[config.mk]
export PLATFORM = sky130hd
export DESIGN_NAME = stream_arb_mux
export DESIGN_NICKNAME = d
export VERILOG_FILES = /design/src/rtl/stream_arb_mux_pkg.sv /design/src/rtl/rr_arbiter.sv /design/src/rtl/stream_arb_mux.sv
export SDC_FILE = /design/constraint.sdc
export NUM_CORES = 1
export LEC_CHECK = 0
export BUFFER_PORTS_ARGS = -buffer_cell sky130_fd_sc_hd__buf_4
export CORE_ASPECT_RATIO = 0.5
export CORE_MARGIN = 8
export CORE_UTILIZATION = 30
export DETAILED_ROUTE_END_ITERATION = 7
export GPL_TIMING_DRIVEN = 0
export HOLD_SLACK_MARGIN = 0.05
export SLEW_MARGIN = 10
export SYNTH_ARGS = -nofsm -noshare
export SYNTH_HDL_FRONTEND = slang
export SYNTH_HIERARCHICAL = 1
export SYNTH_SLANG_ARGS = --single-unit
export TNS_END_PERCENT = 100
[constraint.sdc]
create_clock -name clk -period 1.2 [get_ports clk]
set_input_delay 0 -clock clk [delete_from_list [all_inputs] [get_ports clk]]
set_output_delay 0 -clock clk [all_outputs]
set_load 0.02 [all_outputs]
[src/rtl/stream_arb_mux_pkg.sv]
// stream_arb_mux_pkg: shared mode encoding and index-width helper for stream_arb_mux
package stream_arb_mux_pkg;
  typedef enum logic {MODE_SEL = 1'b0, MODE_RR = 1'b1} mode_t;
  function automatic int idx_w(input int n);
    return (n > 1) ? $clog2(n) : 1;
  endfunction
endpackage

[src/rtl/rr_arbiter.sv]
// rr_arbiter: combinational one-hot round-robin grant, searching cyclically from ptr+1
module rr_arbiter
  import stream_arb_mux_pkg::*;
#(
  parameter int N_CH = 4
) (
  input  logic [N_CH-1:0]         req,
  input  logic [idx_w(N_CH)-1:0]  ptr,
  output logic [N_CH-1:0]         grant
);
  // Walk from the farthest candidate back to ptr+1 so the nearest requester wins.
  always_comb begin
    grant = '0;
    for (int k = N_CH; k >= 1; k--)
      if (req[(int'(ptr) + k) % N_CH]) begin
        grant = '0;
        grant[(int'(ptr) + k) % N_CH] = 1'b1;
      end
  end
endmodule

[src/rtl/stream_arb_mux.sv]
// stream_arb_mux: registered N-channel valid/ready mux, explicit select or round-robin.
// Round-robin mode and its ptr register exist only when STREAM_ARB_MUX_RR_EN is defined.
module stream_arb_mux
  import stream_arb_mux_pkg::*;
#(
  parameter int N_CH = 4,
  parameter int W    = 8
) (
  input  logic                     clk,
  input  logic                     rst,
  input  logic                     mode,
  input  logic [$clog2(N_CH)-1:0]  sel,
  input  logic [N_CH-1:0]          in_valid,
  input  logic [N_CH*W-1:0]        in_data,
  output logic [N_CH-1:0]          in_ready,
  output logic                     out_valid,
  output logic [W-1:0]             out_data,
  output logic [$clog2(N_CH)-1:0]  out_ch,
  input  logic                     out_ready
);
  localparam int IW = idx_w(N_CH);
  localparam int NP = 1 << IW;
  logic            load;
  logic [N_CH-1:0] grant, sel_grant;
  logic [NP-1:0]   v_ext, g_ext;
  logic [IW-1:0]   gidx;
  logic [W-1:0]    gdata;
  assign load = !out_valid || out_ready;
  // Padding valid to a power of two makes out-of-range sel select a constant-zero lane.
  assign v_ext = NP'(in_valid);
  always_comb begin
    g_ext = '0;
    g_ext[sel] = v_ext[sel];
  end
  assign sel_grant = g_ext[N_CH-1:0];
`ifdef STREAM_ARB_MUX_RR_EN
  logic [IW-1:0]   ptr;
  logic [N_CH-1:0] rr_grant;
  rr_arbiter #(.N_CH(N_CH)) u_rr (.req(in_valid), .ptr(ptr), .grant(rr_grant));
  assign grant = (mode == MODE_RR) ? rr_grant : sel_grant;
  always_ff @(posedge clk or posedge rst)
    if (rst) ptr <= IW'(N_CH - 1);
    else if (load && |grant && mode == MODE_RR) ptr <= gidx;
`else
  logic unused_mode;
  assign unused_mode = mode;
  assign grant = sel_grant;
`endif
  assign in_ready = grant & {N_CH{load}};
  always_comb begin
    gidx  = '0;
    gdata = '0;
    for (int i = 0; i < N_CH; i++) begin
      gidx  = grant[i] ? IW'(i) : gidx;
      gdata = gdata | (in_data[i*W +: W] & {W{grant[i]}});
    end
  end
  always_ff @(posedge clk or posedge rst)
    if (rst) begin
      out_valid <= 1'b0;
      out_data  <= '0;
      out_ch    <= '0;
    end else if (load) begin
      out_valid <= |grant;
      if (|grant) begin
        out_data <= gdata;
        out_ch   <= gidx;
      end
    end
endmodule

==> flow_results.org <==
** Placed design
- Once placement finished, the instance area stood at 0.00124 mm^2.
- At the placement stage, the worst setup path has a slack of -0.273 ns.
- Total of buffers placed on input and output ports :: 53
- After detailed placement, the design holds a cell count of roughly 170.
- Weighted congestion at the end of routability-driven global placement :: between 0.7 and 0.8
- HPWL after detailed placement :: about 2.2 mm

** CTS
- Buffers from clock root to sink, at most :: 2
- Clock-pin transition on the worst setup and hold timing paths :: 0.05 ns
- The tree is rooted in a sky130_fd_sc_hd__clkbuf_8.
- CTS H-tree lvls :: 1
- TritonCTS sink count :: 11
- TritonCTS built the clock tree.
- Inserted Clock Buffers :: 3
- Insertion delay to the later sink of the worst-skew pair :: ~0.23 ns

** Timing
- Of the available clock period, the critical path in the final layout requires 1.16.
- Remaining max-slew budget at the tightest pin :: 0.717
- Post-route worst hold slack :: approximately 0.07 ns
- Total of endpoints with negative setup slack in the final report :: 11
- Smallest setup slack after layout :: -0.198 ns
- At the pin with the least slew margin, the transition time is approximately 0.42 ns.
- The final max-slew violation count was 0.
- Fin. Hold Viols :: 0
- Setup repair after global routing missed its margin :: true
- Summed over all failing endpoints, the final setup total negative slack is -1.92 ns.
- Timing would allow up to roughly 720 MHz.
- The worst path in the final design needs a cycle of ~1.4 ns, including I/O delays and setup.
- Final Skew :: about 0.0025 ns

** Worst setup path
- Required arrival time at the worst endpoint :: 1.31 ns
- In this run the worst path has a maximum fanout of 9.
- Cell breakdown of the critical path :: nand2b_4 > nor3b_4 > nor2b_1 > buf_6 > mux2_4
- STA classifies the critical path startpoint as a flip-flop.
- Worst endpoint data arrival time :: between 1.5 and 2 ns
- Sort of element at the end of the critical path :: flip-flop
- Max stage delay cell, worst path :: sky130_fd_sc_hd__dfrtp_2
- Critical setup path kind :: reg2reg
- Across all register-to-register paths, the minimum setup slack is -0.20 ns.
- For this run, the slowest stage of the critical path takes 0.42 ns.

** Yosys
- Syn nets :: about 130
- Yosys printed 6 warnings.
- After synthesis the netlist holds a flip-flop and latch count of 11.
- Synth Cell Area :: 796 um^2
- Share of the yosys chip area belonging to registers :: 0.346
- Number of library cell types mapped by synthesis :: 23
- Number of instances in the synthesized netlist :: slightly above 80
- Mean Syn Cell Area :: around 9.6 um^2

** Cells and area
- At the end of the flow the core is filled with cells to 0.520.
- The finished layout holds roughly 180 standard cells, fillers aside.
- The repair_antennas step left the layout with diodes totalling 0.
- # nets final :: 185
- Finished Cell Area :: approximately 0.0013 mm^2
- The filler cells instantiated in the layout total 236.
- From synthesis to final layout, the design area changed by 66.8%.
- Share of post-route cells with drive strength above 1 :: 0.535

** Detailed routing
- After the first detailed-routing iteration, the DRC count stood at 27.
- Wires add up to 2.69 mm.
- After detailed routing, the average wire length per cell comes to around 15 um.
- For this run, the detailed router's first-pass iteration total came to 4.
- Via-to-Cell Ratio :: ~4.6
- Summing over every cut layer, the via total after detailed routing is just over 800.
- Remaining design rule violation count :: 0
- Once detail routing completed, the nets flagged for antenna violations numbered 0.

** Floorplan
- Total number of placement rows :: 13
- The floorplan step defined a core boundary enclosing 0.00255 mm^2.
- I/O pins :: between 50 and 60
- The die covers ~0.0047 mm^2.
- For this configuration, the core starts out at a cell density of 0.312.
- The die is roughly 89 um wide.
- Die Y-Extent :: around 52 um

** Status
- Outcome :: complete, but fails checks
- The checks that failed: negative setup slack.

** Global routing
- The via count of the first global-routing pass was 840.
- Pin count of the biggest net entering global routing :: 12
- Global-route wire length before repair :: around 4.3 mm
- Global routing finished with a remaining overflow of 0.
- Initial antenna violation count :: 0
- Global routing usage summed across all routing layers :: 0.119

** Worst hold path
- The min-delay analysis places its worst path in the category in2reg.

** Power and ir drop
- In this run the static leakage power is roughly 0.7 nW.
- In this run the power density over the cells is approximately 1100 mW/mm^2.
- Total power consumption of the routed design :: ~1.5 mW
- VDD sags by at most 0.635 mV.

** Flow run
- The tool flagged a number of max-cap violations equal to 0.
## layer usage
| layer | global-route usage | vias to the layer above | wire length, um |
|---|---|---|---|
| met5 | 0 | - | 0 |
| met4 | 0.0416 | 0 | 27 |
| met3 | 0.0203 | 2 | 89 |
| met2 | 0.197 | 15 | 1340 |
| met1 | 0.154 | 386 | 1240 |
| li1 | - | 425 | - |
## final timing paths
path | endpoint | cells past startpoint | startpoint
max in group asynchronous | out_valid | 3 | rst
worst min-delay path | out_valid | 3 | out_ready
worst min register to register | out_data[4] | 1 | out_data[4]
worst max-delay path | out_data[7] | 5 | out_valid
min in group asynchronous | out_ch[0] | 3 | rst
worst max register to register | out_data[7] | 5 | out_valid
## cell usage in the layout (no fill, tap or decap), drive strengths merged
cell type    count
mux2i            1
nand4            3
nand3           13
buf             60
nor3b            1
clkbuf           4
nor2b            2
dfrtp           11
and3             5
nand2b           1
a21oi            5
and2b            2
o21ai            2
dlygate4sd3      1
a22oi            5
mux2            10
nor2             3
inv              4
nand2            2
a311oi           5
and2             2
## registers in the layout, indices dropped and copies added (netlist names)
| register | flops |
|---|---|
| out_ch | 2 |
| out_data | 8 |
| out_valid | 1 |
## cells in the mapped netlist
master | count | share of area
sky130_fd_sc_hd__nand2b_1 | 1 | 0.0079
sky130_fd_sc_hd__nand3_2 | 1 | 0.013
sky130_fd_sc_hd__a21oi_1 | 5 | 0.031
sky130_fd_sc_hd__and3_1 | 5 | 0.039
sky130_fd_sc_hd__nor2_1 | 3 | 0.014
sky130_fd_sc_hd__inv_1 | 4 | 0.019
sky130_fd_sc_hd__o21ai_0 | 2 | 0.013
sky130_fd_sc_hd__and2b_1 | 2 | 0.019
sky130_fd_sc_hd__nand2_1 | 2 | 0.0094
sky130_fd_sc_hd__nand3_1 | 12 | 0.075
sky130_fd_sc_hd__dfrtp_1 | 11 | 0.35
sky130_fd_sc_hd__and2_1 | 2 | 0.016
sky130_fd_sc_hd__a22oi_1 | 5 | 0.047
sky130_fd_sc_hd__mux2_1 | 1 | 0.014
sky130_fd_sc_hd__nor2b_1 | 2 | 0.016
sky130_fd_sc_hd__buf_2 | 4 | 0.025
sky130_fd_sc_hd__mux2i_1 | 1 | 0.013
sky130_fd_sc_hd__nor3b_2 | 1 | 0.016
sky130_fd_sc_hd__buf_6 | 1 | 0.014
sky130_fd_sc_hd__nand4_1 | 3 | 0.024
sky130_fd_sc_hd__buf_1 | 1 | 0.0047
sky130_fd_sc_hd__mux2_4 | 9 | 0.17
sky130_fd_sc_hd__a311oi_1 | 5 | 0.055
## logic make-up after synthesis
| group | synth area share |
|---|---|
| muxes | 0.197 |
| DFF | 0.346 |
| AOI/OAI and AO/OA | 0.146 |
| buffers and inverters | 0.0629 |
| and+or+nand+nor | 0.248 |
## critical path, delay by kind of cell (launching register included)
kind	cells	cell delay, ns
buffers and inverters	1	0.16
flip-flops	1	0.42
multiplexers	1	0.30
AND/OR/NAND/NOR	3	0.40
## what timing repair did
action	in CTS	in global routing
hold buffers	1	0
pin swaps	1	1
gates cloned	0	0
endpoints found under the setup margin	11	11
buffers inserted	0	1
resized for setup	4	1
endpoints found under the hold margin	11	0
## area by class of cell
| type | instances | area (um^2) | share of cell area |
|---|---|---|---|
| multi-input cells | 62 | 487 | 0.367 |
| repair buffers | 55 | 423 | 0.319 |
| flip-flops and latches | 11 | 277 | 0.208 |
| well taps | 37 | 46.3 | 0.0349 |
| clock buffers | 4 | 45.0 | 0.0339 |
| plain buffers | 6 | 35.0 | 0.0264 |
| inverters | 4 | 15.0 | 0.0113 |
## report_power, final
group	internal, mW	switching, mW	leakage, nW
clock	0.231	0.115	0.0228
sequential	0.457	0.0533	0.132
combinational	0.361	0.293	0.532
Power figures use the tool's default switching activity.
